==> src/rtl/spi_pkg.sv <==
// Shared types for the parametrised SPI master: controller states and
// SPI mode encodings ({cpol, cpha}).
package spi_pkg;

  typedef enum logic [1:0] {
    IDLE     = 2'd0,
    CS_SETUP = 2'd1,
    SHIFT    = 2'd2,
    CS_HOLD  = 2'd3
  } state_t;

  localparam logic [1:0] MODE0 = 2'b00;
  localparam logic [1:0] MODE1 = 2'b01;
  localparam logic [1:0] MODE2 = 2'b10;
  localparam logic [1:0] MODE3 = 2'b11;

endpackage

==> src/rtl/spi_clk_gen.sv <==
// SPI clock divider: toggles the SPI clock every CLK_DIV enabled cycles and
// flags leading/trailing edges one cycle ahead of the visible toggle.
module spi_clk_gen #(
  parameter int CLK_DIV = 4,
  parameter int TW      = 7
) (
  input  logic          clk_i,
  input  logic          rstn_i,
  input  logic          en,
  input  logic          clr,
  input  logic          cpol,
  input  logic [TW-1:0] budget,
  output logic          spi_clk,
  output logic          lead_stb,
  output logic          trail_stb,
  output logic          last_edge
);

  localparam int DW = (CLK_DIV > 1) ? $clog2(CLK_DIV) : 1;
  localparam logic [DW-1:0] DIV_LAST = DW'(CLK_DIV - 1);

  logic [DW-1:0] div_cnt;
  logic [TW-1:0] tog_cnt;
  logic          phase;
  logic          wrap;

  assign wrap = en && (div_cnt == DIV_LAST);

  always_ff @(posedge clk_i or negedge rstn_i) begin
    if (!rstn_i) begin
      div_cnt <= '0;
      tog_cnt <= '0;
      phase   <= 1'b0;
    end else if (clr) begin
      div_cnt <= '0;
      tog_cnt <= '0;
      phase   <= 1'b0;
    end else if (en) begin
      if (wrap) begin
        div_cnt <= '0;
        phase   <= ~phase;
        tog_cnt <= tog_cnt + TW'(1);
      end else begin
        div_cnt <= div_cnt + DW'(1);
      end
    end
  end

  // phase 0 means the clock sits at cpol, so the next toggle is a leading edge
  assign lead_stb  = wrap & ~phase;
  assign trail_stb = wrap & phase;
  assign last_edge = wrap && (tog_cnt == budget - TW'(1));
  assign spi_clk   = cpol ^ phase;

endmodule

==> src/rtl/spi_master_ctrl_param.sv <==
// Parametrised SPI master: N-byte transfers, run-time CPOL/CPHA, chip-select
// setup/hold, abort and start/busy/done handshake, all on clk_i.
module spi_master_ctrl_param
  import spi_pkg::*;
#(
  parameter  int MAX_BYTES = 4,
  parameter  int CLK_DIV   = 4,
  localparam int NB_W      = $clog2(MAX_BYTES + 1)
) (
  input  logic                   clk_i,
  input  logic                   rstn_i,
  input  logic                   start_i,
  input  logic                   abort_i,
  input  logic                   cpol_i,
  input  logic                   cpha_i,
  input  logic [NB_W-1:0]        nbytes_i,
  input  logic [8*MAX_BYTES-1:0] write_data_i,
  output logic [8*MAX_BYTES-1:0] read_data_o,
  output logic                   done_o,
  output logic                   busy_o,
  output logic                   spi_clk_o,
  output logic                   spi_mosi_o,
  input  logic                   spi_miso_i,
  output logic                   spi_cs_n_o
);

  localparam int W  = 8 * MAX_BYTES;
  localparam int CW = (CLK_DIV > 1) ? $clog2(CLK_DIV) : 1;
  localparam int TW = NB_W + 4;
  localparam logic [CW-1:0] CNT_LAST = CW'(CLK_DIV - 1);

  state_t          state_q, state_d;
  logic [CW-1:0]   cnt_q;
  logic            cpol_q, cpha_q;
  logic [NB_W-1:0] n_q, n_clamp;
  logic [W-1:0]    tx_sr, rx_sr, rd_q, tx_aligned;
  logic            mosi_q, done_q;
  logic            accept, finish, cnt_wrap;
  logic            lead_stb, trail_stb, last_edge;
  logic            samp_stb, shift_stb;

  assign accept   = (state_q == IDLE) && start_i && (nbytes_i != '0);
  assign cnt_wrap = (cnt_q == CNT_LAST);

  always_comb begin
    n_clamp = (nbytes_i > NB_W'(MAX_BYTES)) ? NB_W'(MAX_BYTES) : nbytes_i;
    // left-align so the first bit to send always sits in the MSB
    tx_aligned = write_data_i << (8 * (MAX_BYTES - int'(n_clamp)));
  end

  always_comb begin
    state_d = state_q;
    finish  = 1'b0;
    case (state_q)
      IDLE:     if (accept) state_d = CS_SETUP;
      CS_SETUP: if (cnt_wrap) state_d = SHIFT;
      SHIFT:    if (last_edge) state_d = CS_HOLD;
      CS_HOLD: begin
        if (cnt_wrap) begin
          state_d = IDLE;
          finish  = 1'b1;
        end
      end
      default:  state_d = IDLE;
    endcase
    if (abort_i && (state_q != IDLE)) begin
      state_d = IDLE;
      finish  = 1'b0;
    end
  end

  always_ff @(posedge clk_i or negedge rstn_i) begin
    if (!rstn_i) state_q <= IDLE;
    else         state_q <= state_d;
  end

  always_ff @(posedge clk_i or negedge rstn_i) begin
    if (!rstn_i)
      cnt_q <= '0;
    else if (((state_q == CS_SETUP) || (state_q == CS_HOLD)) && (state_d == state_q))
      cnt_q <= cnt_q + CW'(1);
    else
      cnt_q <= '0;
  end

  spi_clk_gen #(
    .CLK_DIV (CLK_DIV),
    .TW      (TW)
  ) u_clk_gen (
    .clk_i     (clk_i),
    .rstn_i    (rstn_i),
    .en        (state_q == SHIFT),
    .clr       ((state_q != SHIFT) || abort_i),
    .cpol      (cpol_q),
    .budget    ({n_q, 4'b0000}),
    .spi_clk   (spi_clk_o),
    .lead_stb  (lead_stb),
    .trail_stb (trail_stb),
    .last_edge (last_edge)
  );

  always_comb begin
    samp_stb  = 1'b0;
    shift_stb = 1'b0;
    case ({cpol_q, cpha_q})
      MODE0, MODE2: begin
        samp_stb  = lead_stb;
        shift_stb = trail_stb && !last_edge;
      end
      MODE1, MODE3: begin
        samp_stb  = trail_stb;
        shift_stb = lead_stb;
      end
      default: ;
    endcase
  end

  always_ff @(posedge clk_i or negedge rstn_i) begin
    if (!rstn_i) begin
      cpol_q <= 1'b0;
      cpha_q <= 1'b0;
      n_q    <= '0;
      tx_sr  <= '0;
      rx_sr  <= '0;
      rd_q   <= '0;
      mosi_q <= 1'b0;
      done_q <= 1'b0;
    end else begin
      done_q <= finish;
      if (finish) rd_q <= rx_sr;
      if (accept) begin
        cpol_q <= cpol_i;
        cpha_q <= cpha_i;
        n_q    <= n_clamp;
        rx_sr  <= '0;
        // cpha=0 presents the first bit during CS setup; cpha=1 waits for the leading edge
        if (cpha_i) begin
          tx_sr  <= tx_aligned;
          mosi_q <= 1'b0;
        end else begin
          tx_sr  <= tx_aligned << 1;
          mosi_q <= tx_aligned[W-1];
        end
      end else begin
        if (samp_stb) rx_sr <= {rx_sr[W-2:0], spi_miso_i};
        if (shift_stb) begin
          mosi_q <= tx_sr[W-1];
          tx_sr  <= tx_sr << 1;
        end
      end
    end
  end

  assign read_data_o = rd_q;
  assign done_o      = done_q;
  assign busy_o      = (state_q != IDLE);
  assign spi_cs_n_o  = (state_q == IDLE);
  assign spi_mosi_o  = mosi_q;

endmodule

==> config.mk <==
export PLATFORM = sky130hd
export DESIGN_NAME = spi_master_ctrl_param
export DESIGN_NICKNAME = d
export VERILOG_FILES = /design/src/rtl/spi_pkg.sv /design/src/rtl/spi_clk_gen.sv /design/src/rtl/spi_master_ctrl_param.sv
export SDC_FILE = /design/constraint.sdc
export NUM_CORES = 1
export LEC_CHECK = 0
export ABC_AREA = 1
export BUFFER_PORTS_ARGS = -buffer_cell sky130_fd_sc_hd__buf_4
export CORE_MARGIN = 2
export CORE_UTILIZATION = 58
export CTS_CLUSTER_SIZE = 25
export DETAILED_ROUTE_END_ITERATION = 12
export GPL_TIMING_DRIVEN = 0
export PLACE_DENSITY = 0.77
export SLEW_MARGIN = 20
export SYNTH_ARGS = -nofsm -noshare
export SYNTH_HDL_FRONTEND = slang
export SYNTH_SLANG_ARGS = --single-unit
==> constraint.sdc <==
create_clock -name clk_i -period 1.7 [get_ports clk_i]
set_input_delay 0.17 -clock clk_i [delete_from_list [all_inputs] [get_ports clk_i]]
set_output_delay 0.17 -clock clk_i [all_outputs]
set_load 0.01 [all_outputs]
# Yosys cells after proc, flatten, opt, wreduce, memory -nomap -nowiden
# Cells that the tools add are included.
[op_classes]
magnitude_cmp = 1
n_reduce_logical = 21
shift = 1
n_eq_ne = 11
bitwise = 4
addsub = 5
muxes = 30
[op_table]
columns = ["operator", "n"]
rows = [
  ["$mux 32", 5],
  ["$shl 32x32->32", 1],
  ["$mux 7", 3],
  ["$mux 2", 9],
  ["$eq 2x2->1 const B", 6],
  ["$reduce_bool 2->1", 5],
  ["$mux 1", 9],
  ["$pmux 2 s4", 1],
  ["$add 7x1->7 const B", 1],
  ["$eq 7x7->1", 1],
  ["$logic_and 1x1->1", 7],
  ["$sub 7x1->7 const B", 1],
  ["$add 2x1->2 const B", 2],
  ["$eq 2x1->1 const B", 2],
  ["$logic_not 2->1", 2],
  ["$pmux 1 s2", 2],
  ["$reduce_or 2->1", 2],
  ["$sub 3x3->4 const A", 1],
  ["$gt 3x3->1 const B", 1],
  ["$mux 3", 1],
  ["$reduce_bool 3->1", 1],
  ["$and 1x1->1", 2],
  ["$eq 2x2->1", 1],
  ["$logic_or 1x1->1", 2],
  ["5 further kinds", 5],
]
[word_totals]
out_inout_bits = 37
regBits = 117
elab_cells = 86

# Depth between registers and ports, before layout
[depth]
depth_word = 9
depth_mapped = 14

# Modules after synthesis
# Synthesis repeated with hierarchy kept, for this count alone.
[unflattened]
cells_unflattened = 881
hier_area_um2 = 6482.5
[by_module_without_submodules]
columns = ["mod", "instances", "cells_each", "seq_area_each_um2", "area_each_um2"]
rows = [
  ["spi_master_ctrl_param", 1, 756, 2677.6, 5669.2],
  ["spi_clk_gen", 1, 125, 250.2, 813.3],
]

# Least setup slack after synthesis
# Ideal clock, no wire load.
[synth_path]
path_type = "input to register"
start = "in nbytes_i[2]"
end = "reg tx_sr[8]"
path_slack_ps = -119
stages = 13
t_arrival_ps = 1754
path_buffers = 3
path_cell_list = "inv_2 > nand2_1 > buf_2 > ha_1 > buf_2 > inv_2 > nand3_2 > buf_2 > nor2_1 > nand2_1 > nand3_1 > nand2_1 > nand2_1"
[synth_between]
elab_chain_len = 6
[synth_rtl]
columns = ["element", "line", "text"]
rows = [
  ["from (decl)", "spi_master_ctrl_param.sv:16", "input logic [NB_W-1:0] nbytes_i,"],
  ["$gt 3x3->1", "spi_master_ctrl_param.sv:46", "n_clamp = (nbytes_i > NB_W'(MAX_BYTES)) ? NB_W'(MAX_BYTES) : nbytes_i;"],
  ["$mux 3", "spi_master_ctrl_param.sv:46", ""],
  ["$sub 3x3->4", "spi_master_ctrl_param.sv:48", "tx_aligned = write_data_i << (8 * (MAX_BYTES - int'(n_clamp)));"],
  ["$shl 32x32->32", "spi_master_ctrl_param.sv:48", ""],
  ["$mux 32", "spi_master_ctrl_param.sv:137", "if (cpha_i) begin"],
  ["$mux 32", "spi_master_ctrl_param.sv:131", "if (accept) begin"],
  ["to (signal assigned)", "spi_master_ctrl_param.sv:138", "tx_sr <= tx_aligned;"],
  ["to (signal assigned)", "spi_master_ctrl_param.sv:141", "tx_sr <= tx_aligned << 1;"],
  ["to (signal assigned)", "spi_master_ctrl_param.sv:148", "tx_sr <= tx_sr << 1;"],
  ["to (decl)", "spi_master_ctrl_param.sv:36", "logic [W-1:0] tx_sr, rx_sr, rd_q, tx_aligned;"],
]
# Several ways; a longest one is shown, not always the timed one.
# A chain may end at the register's enable or synchronous reset.

# Worst setup path in the final report
[layout_path]
start = "reg n_q[0]"
end = "reg tx_sr[2]"
[layout_between]
elab_chain_len = 7
[layout_rtl]
columns = ["element", "line", "text"]
rows = [
  ["from (decl)", "spi_master_ctrl_param.sv:35", "logic [NB_W-1:0] n_q, n_clamp;"],
  ["from (signal assigned)", "spi_master_ctrl_param.sv:134", "n_q <= n_clamp;"],
  ["$sub 7x1->7", "spi_clk_gen.sv:52", "assign last_edge = wrap && (tog_cnt == budget - TW'(1));"],
  ["$eq 7x7->1", "spi_clk_gen.sv:52", ""],
  ["$logic_and 1x1->1", "spi_clk_gen.sv:52", ""],
  ["$logic_not 1->1", "spi_master_ctrl_param.sv:108", "shift_stb = trail_stb && !last_edge;"],
  ["$logic_and 1x1->1", "spi_master_ctrl_param.sv:108", ""],
  ["$pmux 1 s2", "spi_master_ctrl_param.sv:105", "case ({cpol_q, cpha_q})"],
  ["$reduce_bool 2->1 (no source line)", "n/a", ""],
]
# Every way passes these cells.

==> qor.txt <==
Status -> finished, violations left
Failing checks -> negative setup slack
DR vias/cell -> 5.67
Slew headroom -> 64.2%
Largest cells by area after synthesis -> dfrtp_1 (48%), nand2_1 (18%), nand3_1 (11%)
Critical path peak fanout -> 7
Primary FF master, synth -> dfrtp_1
Max_cap viols -> 0
Final instance area -> 0.00787 mm²
DP Wirelength -> 11400 µm
Routed length per instance -> 16.7 µm
Clock Sink Count -> 117
FILL cells -> 717
P per Cell Area -> 1280 mW/mm²
Most instantiated cells after synthesis -> nand2_1 (294), nand3_1 (127), dfrtp_1 (117), o21ai_0 (66), inv_1 (56)
H-tree level count -> 4
Layout cells sized above 1 -> 23.8%
GPL Wtd Cong -> 0.940
CP Launch Type -> register
Worst EP arrival -> 2.15 ns
Port-buffer cells -> 78
Die H -> 106 µm
Global route total overflow -> 0
Initial Utilization -> 59.1%
Min Tclk post-route -> 1.73 ns
Combinational share of power -> 27.5%
Worst Max-Slew Pin Slew -> 0.536 ns
FMAX -> 0.579 GHz
Setup ws final -> -0.0275 ns
VDD IR max -> 0.984 mV
Vias -> 6007
CTS buffer count -> 17
Busiest grt layer -> met2
CP Class -> register to register
Antenna violations before repair -> 0
Critical Path RT -> 2.12 ns
Synthesized net count -> 843
Met3 Track Usage GR -> 6.93%
Syn Std Cell Area -> 0.00605 mm²
Final setup viols -> 15
Synth async-reset ratio -> 100%
ANT nets after route -> 0
Vias in the first global route -> 5738
Flop pwr share -> 35.5%
Chip width -> 106 µm
Sw power -> 0.00334 W
Multi-input logic area -> 0.00283 mm²
Clk_skew -> 0.0103 ns
Area grow syn2layout -> 30.1%
Synth Warn # -> 0
Critical Path End Type -> register
# nets final -> 958
Initial DRT Pass Iterations -> 5
Clock Latency Late Sink -> 0.53 ns
Rows -> 37
LEAKAGE -> 4.04 nW
Syn Area/Cell -> 7.60 µm²
Synth top area share -> 48.4%
Final hold vios -> 0
RSZ-0062 raised after global routing -> true
Sequential-to-total area share from yosys stat -> 48.4%
Post-Route WL -> 17700 µm
Top-Level Pins -> 79
Root Buffer -> clkbuf_8
TritonCTS clock tree -> built
DRC errors left -> 0
Die Area -> 0.0113 mm²
GR Util met1 -> 41.7%
Internal power -> 0.00677 W
Starting DRT DRC Count -> 539
Sw Share -> 33.1%
Met2 GRT Util -> 51.0%
Gate Count Post-Synth -> 796
Synthesized flop and latch total -> 117
Pins Over Slew Limit -> 0
Largest net degree at the start of global routing -> 84
Post-synth top area cell -> dfrtp_1
Clock tree buffer depth -> 2
EDFF count, synth -> 0
N_diodes -> 0
Area of the core -> 0.0102 mm²
Clock power frac -> 37.0%
Tightest Hold Check Type -> input port to register
First-pass GRT wire length -> 27700 µm
Reg area -> 0.00293 mm²
Most frequent cell after synthesis -> nand2_1
DP Area -> 0.00686 mm²
Global-route usage over all layers -> 31.4%
Synth cell types -> 34
Worst-path clk slew -> 0.06 ns
Total Power -> 0.0101 W
Tcrit/Tclk final -> 102%
==> cell usage in the layout (no fill, tap or decap), types with 3 or more instances in the layout <==
cell type | Yosys | layout
nand2_1 | 294 | 269
nand3_1 | 127 | 127
dfrtp_1 | 117 | 116
buf_4 | 6 | 96
o21ai_0 | 66 | 65
inv_1 | 56 | 54
nor2_1 | 26 | 23
nand2_2 | 2 | 21
a21oi_1 | 20 | 20
clkbuf_16 | 0 | 18
buf_2 | 23 | 12
clkbuf_2 | 2 | 9
inv_2 | 6 | 7
nand2_4 | 2 | 7
dlygate4sd3_1 | 0 | 6
nor2_4 | 5 | 5
nor2_2 | 2 | 5
buf_6 | 3 | 5
bufinv_16 | 0 | 4
xnor2_1 | 3 | 3
nand3_4 | 1 | 3
clkbuf_1 | 7 | 3
inv_6 | 0 | 3
buf_8 | 0 | 3
clkbuf_4 | 0 | 3
o21ai_1 | 2 | 3
o22ai_1 | 3 | 3
ha_1 | 5 | 3
==> critical path: stages, from the launching register on <==
cell and delay [ns]:
dfrtp_1 0.39, inv_2 0.08, ha_4 0.20, xnor2_1 0.13, nor2_1 0.14, nand3_2 0.13, nand2_4 0.16, nand2_8 0.10
clkbuf_16 0.18, nand2_2 0.05, nand2_1 0.06
==> worst paths after layout <==
check                                 from              endpoint  slack, ns  cells past startpoint
max reg2reg                         n_q[0]              tx_sr[2]      -0.03                     10
max in group asynchronous           rstn_i       read_data_o[16]       0.88                      3
min                            nbytes_i[0]                n_q[0]       0.03                      3
min reg2reg                read_data_o[13]       read_data_o[13]       0.49                      2
min in group asynchronous           rstn_i  u_clk_gen.tog_cnt[5]       0.11                      2
max                                 n_q[0]              tx_sr[2]      -0.03                     10
==> repair_timing <==
item,CTS,global route
setup buffers,5,4
pin swaps,8,12
hold buffers,6,0
setup endpoints to repair,86,75
resized for setup,8,70
hold endpoints to repair,124,0
cloned,0,2
==> layer usage <==
layer / share of wire, % / wire length, µm
met1: 43 / 7590
met2: 49 / 8610
met3: 5.8 / 1020
met4: 2.7 / 476
met5: 0 / 0
==> flip-flops by register name, indices dropped and copies added, names as in the netlist <==
name	flops
tx_sr	32
n_q	3
state_q	2
u_clk_gen.phase	1
cnt_q	2
rx_sr	32
u_clk_gen.tog_cnt	7
spi_mosi_o	1
u_clk_gen.div_cnt	2
cpha_q	1
done_o	1
read_data_o	32
cpol_q	1
==> cell families after synthesis <==
kind of cell    count (synthesis)  share of synthesized area, %
xor+xnor                        4                         0.579
simple gates                  471                          34.1
buf+inv                       104                          7.71
compound gates                 95                          8.15
fa+ha+maj                       5                          1.03
flops                         117                          48.4
==> area by class of cell <==
class | instances | area share, %
inverter | 62 | 3.02
buffer | 42 | 3.77
clock inverter | 11 | 2.23
multi-input combinational | 575 | 36.0
clock buffer | 20 | 5.53
tap | 136 | 2.16
timing repair buffer | 96 | 10.1
sequential | 117 | 37.2
==> metrics by stage <==
stage | util (%) | setup TNS [ns] | worst slack, ns | hold slack, ns | std cells
floorplan | - | 0 | 0.0103 | -0.126 | 796
global placement | 66.7 | -12.49 | -0.513 | 0.366 | 1010
detailed placement | 67.0 | -13.90 | -0.526 | 0.0863 | 1011
CTS | 74.3 | 0 | 0.00472 | 0.0124 | 1053
global route | 76.9 | -5.75 | -0.124 | 0.0443 | 1059
finish | 76.9 | -0.0953 | -0.0275 | 0.0341 | 1059
==> power groups by stage <==
stage / Clock, W / Combinational [W] / Sequential, W
detailed placement: 0 / 0.00230 / 0.00359
floorplan: 0 / 0.00164 / 0.00352
finish: 0.00374 / 0.00278 / 0.00359
CTS: 0.00374 / 0.00240 / 0.00356
global route: 0.00387 / 0.00308 / 0.00364
global placement: 0 / 0.00223 / 0.00357
(Power assumes the default switching activity.)
